File: config.mk
export PLATFORM = sky130hd
export DESIGN_NAME = cfu_gemm_ctrl
export DESIGN_NICKNAME = d
export VERILOG_FILES = /design/src/rtl/cfu_gemm_ctrl.sv
export SDC_FILE = /design/constraint.sdc
export NUM_CORES = 1
export LEC_CHECK = 0
export ABC_AREA = 1
export BUFFER_PORTS_ARGS = -buffer_cell sky130_fd_sc_hd__buf_2
export CAP_MARGIN = 10
export CORE_AREA = 2 2 157 159
export CTS_BUF_LIST = sky130_fd_sc_hd__clkbuf_4 sky130_fd_sc_hd__clkbuf_8
export DETAILED_ROUTE_END_ITERATION = 10
export DIE_AREA = 0 0 159 161
export PLACE_DENSITY = 0.71
export SYNTH_ARGS = -nofsm -noshare
export SYNTH_HDL_FRONTEND = slang
export SYNTH_SLANG_ARGS = --single-unit
export TNS_END_PERCENT = 50
File: constraint.sdc
create_clock -name clk -period 11.8 [get_ports clk]
set_input_delay 0.59 -clock clk [delete_from_list [all_inputs] [get_ports clk]]
set_output_delay 0.59 -clock clk [all_outputs]
set_load 0.1 [all_outputs]
File: src/rtl/cfu_gemm_ctrl.sv
// cfu_gemm_ctrl: custom-instruction command front-end for the A/B/C global
// buffers and the GEMM core. Decodes opcodes, issues single-word A/B writes,
// lane-selected C reads, and launches compute, answering once the core is done.
// Optional feature macro: CFU_AUTOINC_EN (auto-increment buffer pointers and
// bounded WAIT with timeout response).
module cfu_gemm_ctrl #(
  parameter int unsigned ADDR_BITS = 12,
  parameter int unsigned AB_BITS   = 32,
  parameter int unsigned C_BITS    = 128,
  parameter int unsigned DIM_BITS  = 8
) (
  input  logic                 clk,
  input  logic                 reset,
  input  logic                 cmd_valid,
  output logic                 cmd_ready,
  input  logic [9:0]           cmd_payload_function_id,
  input  logic [31:0]          cmd_payload_inputs_0,
  input  logic [31:0]          cmd_payload_inputs_1,
  output logic                 rsp_valid,
  input  logic                 rsp_ready,
  output logic [31:0]          rsp_payload_outputs_0,
  output logic                 a_wr_en,
  output logic                 b_wr_en,
  output logic [ADDR_BITS-1:0] a_index,
  output logic [ADDR_BITS-1:0] b_index,
  output logic [ADDR_BITS-1:0] c_index,
  output logic [AB_BITS-1:0]   a_data_in,
  output logic [AB_BITS-1:0]   b_data_in,
  input  logic [C_BITS-1:0]    c_data_out,
  input  logic [ADDR_BITS-1:0] core_a_index,
  input  logic [ADDR_BITS-1:0] core_b_index,
  input  logic [ADDR_BITS-1:0] core_c_index,
  output logic                 core_in_valid,
  output logic [DIM_BITS-1:0]  core_m,
  output logic [DIM_BITS-1:0]  core_k,
  output logic [DIM_BITS-1:0]  core_n,
  input  logic                 core_busy
);

  localparam int unsigned LANES     = C_BITS / 32;
  localparam int unsigned WAIT_BITS = 16;

  localparam logic [2:0] OP_NOP     = 3'd0;
  localparam logic [2:0] OP_WRITE   = 3'd1;
  localparam logic [2:0] OP_COMPUTE = 3'd2;
  localparam logic [2:0] OP_READ_C  = 3'd3;
  localparam logic [2:0] OP_STATUS  = 3'd4;

  typedef enum logic [2:0] {
    ST_IDLE, ST_WR, ST_RD_ADDR, ST_RD_DATA, ST_EXEC, ST_WAIT, ST_RSP
  } state_e;

  state_e               state_q, state_d;
  logic                 cmd_ready_q, cmd_ready_d;
  logic                 rsp_valid_q, rsp_valid_d;
  logic [31:0]          rsp_data_q, rsp_data_d;
  logic                 a_wr_en_q, a_wr_en_d;
  logic                 b_wr_en_q, b_wr_en_d;
  logic [ADDR_BITS-1:0] a_idx_q, a_idx_d;
  logic [ADDR_BITS-1:0] b_idx_q, b_idx_d;
  logic [ADDR_BITS-1:0] c_idx_q, c_idx_d;
  logic [AB_BITS-1:0]   wdata_q, wdata_d;
  logic                 in_valid_q, in_valid_d;
  logic [DIM_BITS-1:0]  m_q, m_d, k_q, k_d, n_q, n_d;
  logic [2:0]           op_q, op_d;
  logic [1:0]           lane_q, lane_d;
  logic                 seen_busy_q, seen_busy_d;
  logic                 err_q, err_d;
`ifdef CFU_AUTOINC_EN
  logic [ADDR_BITS-1:0] a_ptr_q, a_ptr_d;
  logic [ADDR_BITS-1:0] b_ptr_q, b_ptr_d;
  logic [ADDR_BITS-1:0] c_ptr_q, c_ptr_d;
  logic [WAIT_BITS-1:0] wait_cnt_q, wait_cnt_d;
`endif

  logic [2:0]           op_c;
  logic                 sel_b_c;
  logic                 auto_c;
  logic [ADDR_BITS-1:0] idx_in_c;
  logic [DIM_BITS-1:0]  dim_m_c, dim_k_c, dim_n_c;
  logic [31:0]          lane_word_c;
  logic                 core_owns_c;
  logic                 unused_in;

  assign op_c     = cmd_payload_function_id[2:0];
  assign sel_b_c  = cmd_payload_function_id[8];
`ifdef CFU_AUTOINC_EN
  assign auto_c   = cmd_payload_function_id[7];
`else
  assign auto_c   = 1'b0;
`endif
  assign idx_in_c = cmd_payload_inputs_0[ADDR_BITS-1:0];
  assign dim_m_c  = cmd_payload_inputs_0[DIM_BITS-1:0];
  assign dim_k_c  = cmd_payload_inputs_1[16 +: DIM_BITS];
  assign dim_n_c  = cmd_payload_inputs_1[0 +: DIM_BITS];

  // Operand bits outside the decoded fields are intentionally ignored.
  assign unused_in = ^{cmd_payload_function_id, cmd_payload_inputs_0,
                       cmd_payload_inputs_1, err_q, WAIT_BITS[0]};

  // Select the requested 32-bit lane of the C word; lanes beyond the word read 0.
  always_comb begin
    lane_word_c = '0;
    for (int unsigned i = 0; i < LANES; i++) begin
      if (32'(lane_q) == i) lane_word_c = c_data_out[32*i +: 32];
    end
  end

  // Buffer indices belong to the core only while it is computing.
  assign core_owns_c = (state_q == ST_EXEC) || (state_q == ST_WAIT);
  assign a_index     = core_owns_c ? core_a_index : a_idx_q;
  assign b_index     = core_owns_c ? core_b_index : b_idx_q;
  assign c_index     = core_owns_c ? core_c_index : c_idx_q;

  assign cmd_ready             = cmd_ready_q;
  assign rsp_valid             = rsp_valid_q;
  assign rsp_payload_outputs_0 = rsp_data_q;
  assign a_wr_en               = a_wr_en_q;
  assign b_wr_en               = b_wr_en_q;
  assign a_data_in             = wdata_q;
  assign b_data_in             = wdata_q;
  assign core_in_valid         = in_valid_q;
  assign core_m                = m_q;
  assign core_k                = k_q;
  assign core_n                = n_q;

  // Next-state and registered-output logic of the command FSM.
  always_comb begin
    state_d     = state_q;
    cmd_ready_d = cmd_ready_q;
    rsp_valid_d = rsp_valid_q;
    rsp_data_d  = rsp_data_q;
    a_wr_en_d   = 1'b0;
    b_wr_en_d   = 1'b0;
    a_idx_d     = a_idx_q;
    b_idx_d     = b_idx_q;
    c_idx_d     = c_idx_q;
    wdata_d     = wdata_q;
    in_valid_d  = 1'b0;
    m_d         = m_q;
    k_d         = k_q;
    n_d         = n_q;
    op_d        = op_q;
    lane_d      = lane_q;
    seen_busy_d = seen_busy_q;
    err_d       = err_q;
`ifdef CFU_AUTOINC_EN
    a_ptr_d     = a_ptr_q;
    b_ptr_d     = b_ptr_q;
    c_ptr_d     = c_ptr_q;
    wait_cnt_d  = wait_cnt_q;
`endif

    unique case (state_q)
      ST_IDLE: begin
        if (cmd_valid && cmd_ready_q) begin
          cmd_ready_d = 1'b0;
          op_d        = op_c;
          case (op_c)
            OP_NOP: begin
              rsp_data_d = 32'h0;
              err_d      = 1'b0;
`ifdef CFU_AUTOINC_EN
              a_ptr_d    = '0;
              b_ptr_d    = '0;
              c_ptr_d    = '0;
`endif
              state_d    = ST_RSP;
            end
            OP_WRITE: begin
              wdata_d = AB_BITS'(cmd_payload_inputs_1);
              if (sel_b_c) begin
                b_wr_en_d = 1'b1;
                b_idx_d   = idx_in_c;
`ifdef CFU_AUTOINC_EN
                if (auto_c) begin
                  b_idx_d = b_ptr_q;
                  b_ptr_d = b_ptr_q + ADDR_BITS'(1);
                end
`endif
              end else begin
                a_wr_en_d = 1'b1;
                a_idx_d   = idx_in_c;
`ifdef CFU_AUTOINC_EN
                if (auto_c) begin
                  a_idx_d = a_ptr_q;
                  a_ptr_d = a_ptr_q + ADDR_BITS'(1);
                end
`endif
              end
              state_d = ST_WR;
            end
            OP_COMPUTE: begin
              m_d = dim_m_c;
              k_d = dim_k_c;
              n_d = dim_n_c;
              if ((dim_m_c == '0) || (dim_k_c == '0) || (dim_n_c == '0)) begin
                rsp_data_d = 32'hFFFF_FFFE;
                err_d      = 1'b1;
                state_d    = ST_RSP;
              end else begin
                in_valid_d  = 1'b1;
                seen_busy_d = 1'b0;
`ifdef CFU_AUTOINC_EN
                wait_cnt_d  = '0;
`endif
                state_d     = ST_EXEC;
              end
            end
            OP_READ_C: begin
              c_idx_d = idx_in_c;
`ifdef CFU_AUTOINC_EN
              if (auto_c) begin
                c_idx_d = c_ptr_q;
                c_ptr_d = c_ptr_q + ADDR_BITS'(1);
              end
`endif
              lane_d  = cmd_payload_inputs_1[1:0];
              state_d = ST_RD_ADDR;
            end
            OP_STATUS: begin
              state_d = ST_RSP;
            end
            default: begin
              rsp_data_d = 32'hFFFF_FFFF;
              err_d      = 1'b1;
              state_d    = ST_RSP;
            end
          endcase
        end
      end
      ST_WR: begin
        rsp_data_d  = 32'h0;
        rsp_valid_d = 1'b1;
        state_d     = ST_RSP;
      end
      ST_RD_ADDR: begin
        state_d = ST_RD_DATA;
      end
      ST_RD_DATA: begin
        rsp_data_d  = lane_word_c;
        rsp_valid_d = 1'b1;
        state_d     = ST_RSP;
      end
      ST_EXEC: begin
        state_d = ST_WAIT;
      end
      ST_WAIT: begin
        if (core_busy) begin
          seen_busy_d = 1'b1;
        end else if (seen_busy_q) begin
          rsp_data_d  = 32'h1;
          rsp_valid_d = 1'b1;
          state_d     = ST_RSP;
        end
`ifdef CFU_AUTOINC_EN
        else if (wait_cnt_q == '1) begin
          rsp_data_d  = 32'hFFFF_FFFD;
          rsp_valid_d = 1'b1;
          err_d       = 1'b1;
          state_d     = ST_RSP;
        end else begin
          wait_cnt_d = wait_cnt_q + WAIT_BITS'(1);
        end
`endif
      end
      ST_RSP: begin
        if (!rsp_valid_q) begin
          // Commands answered straight from IDLE raise valid one cycle later.
          rsp_valid_d = 1'b1;
          if (op_q == OP_STATUS) rsp_data_d = {31'b0, core_busy};
        end else if (rsp_ready) begin
          rsp_valid_d = 1'b0;
          cmd_ready_d = 1'b1;
          state_d     = ST_IDLE;
        end
      end
      default: begin
        state_d = ST_IDLE;
      end
    endcase
  end

  // State and output registers with asynchronous reset.
  always_ff @(posedge clk or posedge reset) begin
    if (reset) begin
      state_q     <= ST_IDLE;
      cmd_ready_q <= 1'b1;
      rsp_valid_q <= 1'b0;
      rsp_data_q  <= '0;
      a_wr_en_q   <= 1'b0;
      b_wr_en_q   <= 1'b0;
      a_idx_q     <= '0;
      b_idx_q     <= '0;
      c_idx_q     <= '0;
      wdata_q     <= '0;
      in_valid_q  <= 1'b0;
      m_q         <= '0;
      k_q         <= '0;
      n_q         <= '0;
      op_q        <= '0;
      lane_q      <= '0;
      seen_busy_q <= 1'b0;
      err_q       <= 1'b0;
`ifdef CFU_AUTOINC_EN
      a_ptr_q     <= '0;
      b_ptr_q     <= '0;
      c_ptr_q     <= '0;
      wait_cnt_q  <= '0;
`endif
    end else begin
      state_q     <= state_d;
      cmd_ready_q <= cmd_ready_d;
      rsp_valid_q <= rsp_valid_d;
      rsp_data_q  <= rsp_data_d;
      a_wr_en_q   <= a_wr_en_d;
      b_wr_en_q   <= b_wr_en_d;
      a_idx_q     <= a_idx_d;
      b_idx_q     <= b_idx_d;
      c_idx_q     <= c_idx_d;
      wdata_q     <= wdata_d;
      in_valid_q  <= in_valid_d;
      m_q         <= m_d;
      k_q         <= k_d;
      n_q         <= n_d;
      op_q        <= op_d;
      lane_q      <= lane_d;
      seen_busy_q <= seen_busy_d;
      err_q       <= err_d;
`ifdef CFU_AUTOINC_EN
      a_ptr_q     <= a_ptr_d;
      b_ptr_q     <= b_ptr_d;
      c_ptr_q     <= c_ptr_d;
      wait_cnt_q  <= wait_cnt_d;
`endif
    end
  end

endmodule

==> impl_metrics.py <==
metrics = {
    "run_status": {
        "status": "completed",
    },
    "clock_network": {
        "insertion_delay_ns": 0.46,
        "cts_buffer_depth": 2,
        "cts_resized": 0,
        "cts_setup_buffers": 0,
        "path_clk_slew_ns": 0.10,
        "h-tree-depth": 4,
        "root_buffer": "clkbuf_8",
        "cts_sinks": 138,
        "ctsHoldBuffers": 0,
        "cts_buffers": 17,
        "cts_tree": "yes",
    },
    "layout": {
        "stdcell_count": 1566,
        "nets": 1470,
        "utilization_pct": 40.3,
        "area_growth_pct": 32.1,
        "drive_above_1_share_pct": 39.4,
    },
    "drt": {
        "post_drt_wl_per_cell_um": 15.0,
        "dr.first_iter.drc_count": 389,
        "drc": 0,
        "ant_nets": 0,
        "vias": 7152,
        "firstDrtPassIters": 5,
        "wl_um": 23400,
        "vias_per_cell": 4.57,
    },
    "global_route": {
        "antenna_found_initial": 2,
        "grt_start_max_net_pins": 77,
        "gr-total-overflow": 0,
        "grt_pass1_wl_um": 36500,
        "first_global_vias": 6861,
        "gr-usage-all-layers_pct": 17.9,
    },
    "timing": {
        "skew_ns": 0.0166,
        "setup_violations": 0,
        "fin_crit_ns": 3.13,
        "worst_slew_pin_slew_ns": 0.970,
        "timing.final.crit_share_pct": 26.6,
        "finalSetupTns_ns": 0,
        "max_freq_mhz": 319,
        "rsz0062_at_grt": "false",
        "slew_viol_final": 0,
        "hold_violations": 0,
        "slew_headroom_pct": 35.4,
    },
    "synth": {
        "synth_ff_type": "dfrtp_1",
        "synth_common_cells": "nand2_1 (302), dfrtp_1 (137), o21ai_0 (94)",
        "synth_top_area_share_pct": 46.9,
        "synth_seq_cells": 138,
        "synth_cell_types": 27,
        "syn_nets": 1146,
        "synth.largest_area_cell": "dfrtp_1",
        "synth.most_common_cell": "nand2_1",
        "ys_seq_area_share_pct": 47.3,
        "synth_area_mm2": 0.00731,
        "synth_edf_count": 0,
        "synthArstFlopShare_pct": 100,
        "synth_cells": 903,
        "synth_warnings": 0,
        "ys_top_cells_by_area": "dfrtp_1 (47%), nand2_1 (16%), mux2_2 (8.0%)",
        "syn_avg_cell_area_um2": 8.10,
    },
    "worst_setup_path": {
        "reg2reg_slack_ns": 8.67,
        "path_class": "reg -> reg",
        "arrival_ns": 3.47,
        "r2r-end": "rsp_payload_outputs_0[21]$_DFFE_PP0P_",
        "rr_worst_depth": 11,
        "r2r_start": "state_q[1]$_DFFE_PP0P_",
        "start_kind": "register",
        "critPathMaxFanout": 39,
        "crit_required_ns": 12.14,
        "critPathCaptureType": "register",
    },
    "floorplan": {
        "rows": 57,
        "core_area_mm2": 0.0240,
        "start_util_pct": 30.5,
        "design.portCount": 404,
        "die_h_um": 161,
        "dieArea_mm2": 0.0256,
        "die_x_um": 159,
    },
    "placed_design": {
        "portBuffers": 377,
        "gp_congestion": 0.907,
        "placedCellCount": 1532,
        "dp_hpwl_um": 17600,
    },
    "min_path": {
        "hold_path_class": "in -> async",
    },
    "flow_run": {
        "cap_violations": 0,
    },
}
[area by class of cell]
class                           instances  area (µm²)
Fill cell                            2477       14300
Antenna cell                            2        5.00
Multi-Input combinational cell        603        3110
Inverter                               78         298
Tap cell                              324         405
Timing Repair Buffer                  389        1980
Clock buffer                           17         234
Clock inverter                         15         170
Sequential cell                       138        3450
[per-layer routing]
metal  wire (µm)  share of wire, %  vias up  track usage, %
met4         571               2.4        0            6.45
li1            -                 -     3545               -
met1        9820                42     3275            21.4
met5           0                 0        -               0
met2       11400                49      304            31.2
met3        1610               6.9       28            4.88
[cells by family (layout without fill, tap and decap cells)]
group,after synthesis,count (layout),share of synthesized area [%]
buffers and inverters,162,499,10.4
and+or+nand+nor,394,394,21.8
DFF,138,138,47.3
AOI/OAI and AO/OA,157,157,12.5
other,0,2,0
muxes,52,52,8.01
[placed cells by master (no fill, tap or decap)]
| cell type | synthesis | routed |
|---|---|---|
| o211ai_1 | 33 | 33 |
| a21oi_1 | 4 | 4 |
| mux2_2 | 52 | 52 |
| o22ai_1 | 1 | 1 |
| dfstp_2 | 1 | 1 |
| nor2_2 | 1 | 2 |
| nor3_1 | 2 | 2 |
| bufinv_16 | 0 | 1 |
| dfrtp_1 | 137 | 137 |
| nand4_2 | 1 | 1 |
| nor4_1 | 1 | 1 |
| o21ai_2 | 0 | 1 |
| inv_2 | 5 | 5 |
| nand2_1 | 302 | 300 |
| nor2_1 | 25 | 24 |
| clkbuf_8 | 0 | 17 |
| nand3_2 | 1 | 1 |
| inv_8 | 0 | 5 |
| clkinv_4 | 0 | 1 |
| clkinv_8 | 0 | 1 |
| inv_6 | 0 | 6 |
| o21a_1 | 15 | 15 |
| buf_2 | 24 | 377 |
| o21ai_1 | 8 | 7 |
| nand3_1 | 57 | 57 |
| diode_2 | 0 | 2 |
| nand4_1 | 2 | 2 |
| nor3_4 | 1 | 2 |
| buf_4 | 33 | 12 |
| o21ai_0 | 94 | 94 |
| a21boi_0 | 2 | 2 |
| clkinvlp_4 | 0 | 2 |
| nand2_2 | 0 | 2 |
| inv_1 | 73 | 72 |
[worst max-delay path by stage]
stage                                 startpoint                               endpoint  slack (ns)  cells past startpoint
after global routing      state_q[1]$_DFFE_PP0P_  rsp_payload_outputs_0[16]$_DFFE_PP0P_        8.38                     11
after floorplan                            reset               a_data_in[0]$_DFFE_PP0P_        7.52                      1
after detailed placement  state_q[1]$_DFFE_PP0P_  rsp_payload_outputs_0[17]$_DFFE_PP0P_        8.68                     11
after global placement    state_q[1]$_DFFE_PP0P_   rsp_payload_outputs_0[0]$_DFFE_PP0P_        8.73                     11
final                     state_q[1]$_DFFE_PP0P_  rsp_payload_outputs_0[21]$_DFFE_PP0P_        8.67                     11
after CTS                 state_q[1]$_DFFE_PP0P_   rsp_payload_outputs_0[0]$_DFFE_PP0P_        8.66                     11
[flip-flops by register name, indices dropped and copies added, names as in the netlist]
signal	cells
b_idx_q	12
rsp_payload_outputs_0	32
a_data_in	32
core_in_valid	1
cmd_ready	1
state_q	3
lane_q	2
seen_busy_q	1
op_q	3
rsp_valid	1
a_wr_en	1
core_n	8
a_idx_q	12
c_idx_q	12
b_wr_en	1
core_m	8
core_k	8
[worst max-delay path: stages (launching register included)]
cell and delay, ns:
dfrtp_1 0.43, inv_2 0.10, nand2_2 0.64, nor2_1 0.14, nand2_1 0.16, nand2_1 0.11, nor3_4 0.18, buf_4 0.36
nand2_1 0.39, buf_4 0.35, nand2_1 0.08, nand2_1 0.05
[through the flow]
| stage | hold slack (ns) | instance area [µm²] | setup slack, ns |
|---|---|---|---|
| floorplan | 0.448 | 7310 | 7.52 |
| global placement | 0.451 | 9250 | 8.73 |
| detailed placement | 0.453 | 9250 | 8.68 |
| CTS | 0.209 | 9650 | 8.66 |
| global route | 0.237 | 9650 | 8.38 |
| finish | 0.209 | 9660 | 8.67 |
Power is left out: the tool's default activity adds up to more than one toggle a clock period on the data nets, which glitch-free logic cannot reach.
